**config.mk**
```make
export PLATFORM = sky130hd
export DESIGN_NAME = fetch_stage
export DESIGN_NICKNAME = d
export VERILOG_FILES = /design/src/rtl/fetch_stage.sv
export SDC_FILE = /design/constraint.sdc
export NUM_CORES = 1
export LEC_CHECK = 0
export ABC_AREA = 0
export CORE_MARGIN = 4
export CORE_UTILIZATION = 45
export DETAILED_ROUTE_END_ITERATION = 10
export MAX_ROUTING_LAYER = met4
export PLACE_DENSITY = 0.88
export RECOVER_POWER = 25
export SYNTH_ARGS = -nofsm -noshare
export SYNTH_HDL_FRONTEND = slang
export SYNTH_SLANG_ARGS = --single-unit
export TNS_END_PERCENT = 5
```
**constraint.sdc**
```tcl
create_clock -name clk -period 2.4 [get_ports clk]
set_input_delay 0.48 -clock clk [delete_from_list [all_inputs] [get_ports clk]]
set_output_delay 0.48 -clock clk [all_outputs]
set_load 0.01 [all_outputs]
```
**src/rtl/fetch_stage.sv**
```systemverilog
// ============================================================================
// Module      : fetch_stage
// Description : Instruction-fetch stage: PC, imem handshake, IF/ID register,
//               one-entry hold buffer, branch redirect and halt detection.
// Revision    : 1.0 - initial release
// ============================================================================
`timescale 1ns/1ps
`default_nettype none

module fetch_stage #(
    parameter int                ADDR_W   = 16,
    parameter int                INSTR_W  = 16,
    parameter int                PC_STEP  = 2,
    parameter logic [ADDR_W-1:0] RESET_PC = '0,
    parameter logic [3:0]        HALT_OP  = 4'hF
) (
    input  logic               clk,
    input  logic               rst,
    input  logic               stall,
    input  logic               branch_taken,
    input  logic [ADDR_W-1:0]  branch_target,
    output logic               imem_req,
    output logic [ADDR_W-1:0]  imem_addr,
    input  logic [INSTR_W-1:0] imem_data,
    input  logic               imem_ready,
    output logic               if_valid,
    output logic [INSTR_W-1:0] if_instr,
    output logic [ADDR_W-1:0]  if_pc,
    output logic [ADDR_W-1:0]  if_pc_next,
    output logic               halted,
    output logic [ADDR_W-1:0]  pc
);

    localparam logic [ADDR_W-1:0] c_step       = ADDR_W'(PC_STEP);
    localparam logic [ADDR_W-1:0] c_align_mask = ~(ADDR_W'(PC_STEP - 1));

    typedef enum logic [1:0] {
        FETCH = 2'd0,
        HOLD  = 2'd1,
        HALT  = 2'd2
    } state_t;

    state_t               r_state;
    state_t               w_state_nxt;
    logic [ADDR_W-1:0]    r_pc;
    logic [ADDR_W-1:0]    w_pc_nxt;
    logic [ADDR_W-1:0]    w_pc_inc;
    logic                 r_if_valid;
    logic                 w_if_valid_nxt;
    logic [INSTR_W-1:0]   r_if_instr;
    logic [INSTR_W-1:0]   w_if_instr_nxt;
    logic [ADDR_W-1:0]    r_if_pc;
    logic [ADDR_W-1:0]    w_if_pc_nxt;
    logic [INSTR_W-1:0]   r_hold_instr;
    logic [INSTR_W-1:0]   w_hold_instr_nxt;
    logic                 w_accept;
    logic                 w_load;
    logic [INSTR_W-1:0]   w_load_instr;

    assign w_pc_inc   = r_pc + c_step;
    assign w_accept   = !stall || !r_if_valid;

    assign imem_req   = (r_state == FETCH) && !rst;
    assign imem_addr  = r_pc;
    assign pc         = r_pc;
    assign if_valid   = r_if_valid;
    assign if_instr   = r_if_instr;
    assign if_pc      = r_if_pc;
    assign if_pc_next = r_if_pc + c_step;
    assign halted     = (r_state == HALT);

    always_comb begin
        w_state_nxt      = r_state;
        w_pc_nxt         = r_pc;
        w_if_valid_nxt   = r_if_valid;
        w_if_instr_nxt   = r_if_instr;
        w_if_pc_nxt      = r_if_pc;
        w_hold_instr_nxt = r_hold_instr;
        w_load           = 1'b0;
        w_load_instr     = imem_data;

        // Without stall the current IF/ID entry is consumed this edge.
        if (!stall) begin
            w_if_valid_nxt = 1'b0;
        end

        if (branch_taken) begin
            w_pc_nxt         = branch_target & c_align_mask;
            w_if_valid_nxt   = 1'b0;
            w_hold_instr_nxt = '0;
            w_state_nxt      = FETCH;
        end else begin
            case (r_state)
                FETCH: begin
                    if (imem_ready) begin
                        if (w_accept) begin
                            w_load       = 1'b1;
                            w_load_instr = imem_data;
                        end else begin
                            w_hold_instr_nxt = imem_data;
                            w_state_nxt      = HOLD;
                        end
                    end
                end
                HOLD: begin
                    if (w_accept) begin
                        w_load       = 1'b1;
                        w_load_instr = r_hold_instr;
                    end
                end
                HALT: begin
                    w_state_nxt = HALT;
                end
                default: begin
                    w_state_nxt = FETCH;
                end
            endcase

            // The PC stays on a halt word so a later redirect decides where to go.
            if (w_load) begin
                w_if_valid_nxt = 1'b1;
                w_if_instr_nxt = w_load_instr;
                w_if_pc_nxt    = r_pc;
                if (w_load_instr[INSTR_W-1 -: 4] == HALT_OP) begin
                    w_state_nxt = HALT;
                end else begin
                    w_pc_nxt    = w_pc_inc;
                    w_state_nxt = FETCH;
                end
            end
        end
    end

    always_ff @(posedge clk) begin
        if (rst) begin
            r_state      <= FETCH;
            r_pc         <= RESET_PC;
            r_if_valid   <= 1'b0;
            r_if_instr   <= '0;
            r_if_pc      <= '0;
            r_hold_instr <= '0;
        end else begin
            r_state      <= w_state_nxt;
            r_pc         <= w_pc_nxt;
            r_if_valid   <= w_if_valid_nxt;
            r_if_instr   <= w_if_instr_nxt;
            r_if_pc      <= w_if_pc_nxt;
            r_hold_instr <= w_hold_instr_nxt;
        end
    end

endmodule

`default_nettype wire
```
---- After elaboration in Yosys (flattened, before gate mapping) ----
Cells that the tools add are included.
word-level totals
  input port bits ......................... 37
  output and inout port bits .............. 83
  word-level logic and storage cells ...... 49
  bits in registers ....................... 67
operators by class
  bitwise operators ....................... 2
  equality and inequality tests ........... 8
  multiplexer cells ....................... 17
  reductions and logical operators ........ 13
  add/subtract/negate cells ............... 2
operator list
  operator                                                         count
  16-bit 2-to-1 mux                                                6
  16-bit by 2-bit adder with 16-bit output, second input constant  2
  2-bit 2-to-1 mux                                                 4
  2-bit AND reduction                                              4
  3-bit by 2-bit != test with 1-bit output, second input constant  2
  2-bit one-hot mux with 3 select lines                            1
  1-bit 2-to-1 mux                                                 5
  4-bit == test, second input constant                             1
  2-bit != test, second input constant                             2
  1-bit zero test                                                  3
  3-bit AND reduction                                              1
  2-bit by 1-bit == test with 1-bit output, second input constant  1
  2-bit == test, second input constant                             1
  2-bit zero test                                                  1
  2-bit by 1-bit != test with 1-bit output, second input constant  1
  1-bit inverter                                                   2
  1-bit one-hot mux with 2 select lines                            1
  2-bit nonzero test                                               1
  2-bit OR reduction                                               1
  1-bit logical AND                                                1
  1-bit logical OR                                                 1

---- Longest topological paths before layout ----
  word-level depth ........................ 9
  mapped depth ............................ 9

---- Worst setup path after synthesis ----
OpenSTA, ideal clock, no wires.
  path kind ............................... register to output
  from .................................... register r_if_pc[1] (netlist: if_pc[1])
  to ...................................... output if_pc_next[11]
  stages on the path, launching flop included .. 7
  arrival ................................. 1578 ps
  slack ................................... 342 ps
  buffers on the path ..................... 1
  cells stage by stage .................... dfxtp_1 -> ha_1 -> nand2_1 -> or2_2 -> clkbuf_1 -> nor3_1 -> xor2_1
on the way
  cells in the longest elaborated chain, start to end .. 1
ends and longest elaborated chain
  what                                      RTL line  text
  start, declared                           52        logic [ADDR_W-1:0] r_if_pc;
  start signal, assigned                    147       r_if_pc <= w_if_pc_nxt;
  16-bit by 2-bit adder with 16-bit output  69        assign if_pc_next = r_if_pc + c_step;
  end, declared                             29        output logic [ADDR_W-1:0] if_pc_next,
No other way between the ends.

---- Worst setup path after layout ----
  from .................................... register r_if_pc[1] (netlist: if_pc[1])
  to ...................................... output if_pc_next[14]
Same word-level chain as after synthesis.

==> results.md <==
- The H-tree was split into 3 levels.
- The final hold violation count is 0.
- 120 I/O pins were placed.
- The total CTS buffers is 9.
- The total overflow left after global routing is 0.
- For the worst setup path, the data arrival time is 1.83 ns.
- The filler cells instantiated in the layout total 568.
- The routed via count divided by cell count is 5.329.
- The first global-routing pass estimated 15.19 mm of wire.
- The detail-routed net length per standard cell is 15.71 um.
- Counting both buffers and inverters, the worst setup path holds a total of 2.
- In this run, synthesis inferred 0 flip-flops with an integrated enable.
- Once layout is complete, the utilization of the core stands at 0.6725.
- Static timing analysis puts the maximum clock frequency at 0.4325 GHz.
- The final layout contains 534 nets.
- The run finished with clean final reports.
- Headroom to the max-slew limit came out at 0.1864.
- The worst hold path belongs to the class register to register.
- The number of setup buffers added after CTS is 0.
- During placement, the flow inserted port buffers numbering 114.
- Setup violations remaining at the end of the flow were counted as 0.
- The die footprint is 8669 sq um.
- The post-route DRC violation count is 0.
- The layout-stage area growth over the synthesis result is 42.50%.
- The synthesized cell area is 3259 sq um.
- The critical path is of the register to output pin type.
- In this run the cell area measured after placement is 4441 sq um.
- The maximum single-stage delay on the critical path is 0.36 ns.
- Of the cells placed in the final design, the portion with a size suffix greater than 1 is 0.1040.
- The total half-perimeter wirelength after legalization and detailed placement is 6.844 mm.
- The clock tree from TritonCTS is done.
- The floorplan has 30 rows.
- Setup repair after global routing left no endpoint under its margin.
- The kind of launch point of the worst setup path is a register.
- The post-synthesis average cell area is 8.336 sq um.
- The placer congestion estimate is 0.8770.
- Along the worst path, the maximum fanout reaches 5.
- Entering global routing, the biggest net connects 48 pins.
- The worst setup skew after layout is 0.008043 ns.
- The clock passes through at most 2 buffers.
- For this run, the register share of the synthesized area comes to 0.3992.
- After technology mapping, the gate count stands at 391.
- Across every metal layer, demand over resource in global routing totals 0.2235.
- The max-capacitance violation count is 0.
- In this run the static leakage power is 0.001789 uW.
- The clock transition at the register clock pins on the worst setup and hold paths after CTS is 0.07 ns.
- Of all flip-flops after synthesis, the portion carrying an async set or reset was 0.
- The distinct cell type count after synthesis is 49.
- The count of nets left with antenna violations once routing finished came out at 0.
- The Yosys step of the flow raised 0 warnings.
- The total number of vias is 3176.
- The first detailed-routing pass took 5 iterations.
- The die is 93.11 um wide.
- The insertion delay to the later sink of the worst-skew pair is 0.35 ns.
- The flip-flop and latch count after synthesis is 65.
- The initial antenna violation count is 0.
- The number of DRC markers in iteration 0 is 199.
- The initial cell density of the core is 0.4719.
- The sink count of the clock tree is 65.
- The measured slew at the worst slew-check pin is 1.220 ns.
- Measured along the y axis, the die boundary spans 93.11 um.
- With fillers left out, the area of the finished cells amounts to 4644 sq um.
- On the critical path the largest part of the delay comes from simple AND/OR/NAND/NOR gates.
- The number of antenna diodes in the final layout is 0.
- The root buffer cell is sky130_fd_sc_hd__clkbuf_8.
- Walking the worst path, the cells encountered are buf_4, nand2_1, nor2_1, and2_4, nand4_1, xnor2_1, dlygate4sd2_1.
- The fraction of the cycle the final worst path needs is 0.9634.
- The most used flip-flop cell after synthesis is sky130_fd_sc_hd__dfxtp_1.
- For the worst setup path, the data required time is 1.92 ns.
- The number of pins exceeding their max-slew limit in the final report is 0.
- Among all stages on the critical path, the largest delay is contributed by sky130_fd_sc_hd__dfxtp_1.
- Power spread over the standard cell area amounts to 574.7 nW/um^2.
- The final instance count without filler cells is 596.
- The number of global-route vias before repair is 3116.
- The accumulated negative setup slack is 0 ns.
- The total placed cells including tap cells is 580.
- The multi-input logic area is 1699 sq um.
- The floorplan step defined a core boundary enclosing 6907 sq um.
- The sequential cell area is 1301 sq um.
- The critical path capture point type is an output pin.
- The worst-case IR drop observed on VDD is 0.0002484 V.
- The overall routed net length is 9.365 mm.
- The clock period could shrink to 2.312 ns.
cell families after synthesis:
kind of cell / count (synthesis) / share of synthesized area
AOI/OAI and AO/OA: 78 / 0.1601
xor gates and xnor gates: 22 / 0.05912
adders and majority gates: 2 / 0.007676
buffers and inverters: 50 / 0.08445
DFF: 65 / 0.3992
muxes: 17 / 0.05221
other: 1 / 0.001151
and+or+nand+nor: 156 / 0.2361
repair_timing:
action | 4_1_cts | 5_1_grt
hold buffers | 0 | 0
endpoints found under the setup margin | 9 | 4
gates resized for setup | 13 | 6
endpoints found under the hold margin | 0 | 0
sequential cells by signal (all words and copies together), names as in the netlist:
name          cells
if_instr         16
if_valid          1
if_pc            15
imem_addr        15
r_state           2
r_hold_instr     16
worst min-delay path: cells and delay by family (launching register included):
| kind | cells | cell delay [ns] |
|---|---|---|
| compound gates | 1 | 0.05 |
| flops | 1 | 0.31 |
| simple gates | 1 | 0.05 |
cells in the mapped netlist, types with 2 or more instances:
library cell,n,area [sq um]
sky130_fd_sc_hd__nand2_1,74,277.8
sky130_fd_sc_hd__dfxtp_1,65,1301
sky130_fd_sc_hd__a21oi_1,37,185.2
sky130_fd_sc_hd__nor2_1,33,123.9
sky130_fd_sc_hd__a211oi_1,23,172.7
sky130_fd_sc_hd__buf_4,19,142.6
sky130_fd_sc_hd__mux2i_1,17,170.2
sky130_fd_sc_hd__clkbuf_1,16,60.06
sky130_fd_sc_hd__xnor2_1,16,140.1
sky130_fd_sc_hd__nand3_1,9,45.04
sky130_fd_sc_hd__buf_2,7,35.03
sky130_fd_sc_hd__inv_1,6,22.52
sky130_fd_sc_hd__nand4_1,6,37.54
sky130_fd_sc_hd__xor2_1,6,52.55
sky130_fd_sc_hd__nor3_1,4,20.02
sky130_fd_sc_hd__a22oi_1,3,22.52
sky130_fd_sc_hd__and3_1,3,18.77
sky130_fd_sc_hd__and4_1,3,26.28
sky130_fd_sc_hd__nor4_1,3,18.77
sky130_fd_sc_hd__a311oi_1,2,17.52
sky130_fd_sc_hd__and2_1,2,12.51
sky130_fd_sc_hd__ha_1,2,25.02
sky130_fd_sc_hd__nand2b_1,2,12.51
sky130_fd_sc_hd__nand3b_1,2,15.01
sky130_fd_sc_hd__nor3_4,2,32.53
sky130_fd_sc_hd__nor4_2,2,25.02
sky130_fd_sc_hd__o21bai_1,2,15.01
sky130_fd_sc_hd__o22ai_1,2,12.51
sky130_fd_sc_hd__or2_2,2,12.51
sky130_fd_sc_hd__or3_1,2,12.51
path summary, 6_finish.rpt:
check,from,endpoint,slack (ns),depth (start not counted)
hold / removal,r_hold_instr[9],r_hold_instr[9],0.45,2
setup reg to reg,r_state[0],imem_addr[7],0.31,5
setup / recovery,if_pc[1],if_pc_next[14],0.09,7
hold reg to reg,r_hold_instr[9],r_hold_instr[9],0.45,2
area by class of cell:
class | instances | area share
Clock buffer | 10 | 0.02963
Clock inverter | 6 | 0.01940
Inverter | 7 | 0.005657
Multi-Input combinational cell | 279 | 0.3658
Sequential cell | 65 | 0.2802
Tap cell | 96 | 0.02586
Timing Repair Buffer | 133 | 0.2734
cells in the final DEF (no fill, tap or decap), types with 7 or more instances in the layout:
master	count
sky130_fd_sc_hd__dlygate4sd2_1	7
sky130_fd_sc_hd__dlygate4sd3_1	11
sky130_fd_sc_hd__dfxtp_1	65
sky130_fd_sc_hd__nand3_1	9
sky130_fd_sc_hd__xnor2_1	16
sky130_fd_sc_hd__mux2i_1	17
sky130_fd_sc_hd__clkbuf_8	10
sky130_fd_sc_hd__a21oi_1	37
sky130_fd_sc_hd__nor2_1	32
sky130_fd_sc_hd__buf_4	17
sky130_fd_sc_hd__a211oi_1	23
sky130_fd_sc_hd__nand2_1	74
sky130_fd_sc_hd__clkdlybuf4s50_1	93
report_power, final:
group	switching (uW)	internal (uW)	total, uW
logic	196	230	426
clock network	449	616	1070
registers	53.3	1120	1180
total	698	1970	2670
per-stage QoR:
step           total power, uW  hold slack, ns  worst slack [ns]
3_5_place_dp              1639          0.4456           0.03533
5_1_grt                   2768          0.4800          0.002614
4_1_cts                   2691          0.4563         0.0007376
3_3_place_gp              1625          0.4402            0.1009
6_report                  2669          0.4545           0.08788
2_1_floorplan             1406          0.4357            0.3424
per-layer routing:
metal,part of all wire,global-route usage,vias to the layer above,wire length [um]
li1,-,-,1534,-
met1,0.42,0.2611,1510,3887
met2,0.51,0.3773,111,4807
met3,0.047,0.04586,21,444
met4,0.024,0.08791,0,225
met5,0,-,-,0
Power figures use the tool's default switching activity.
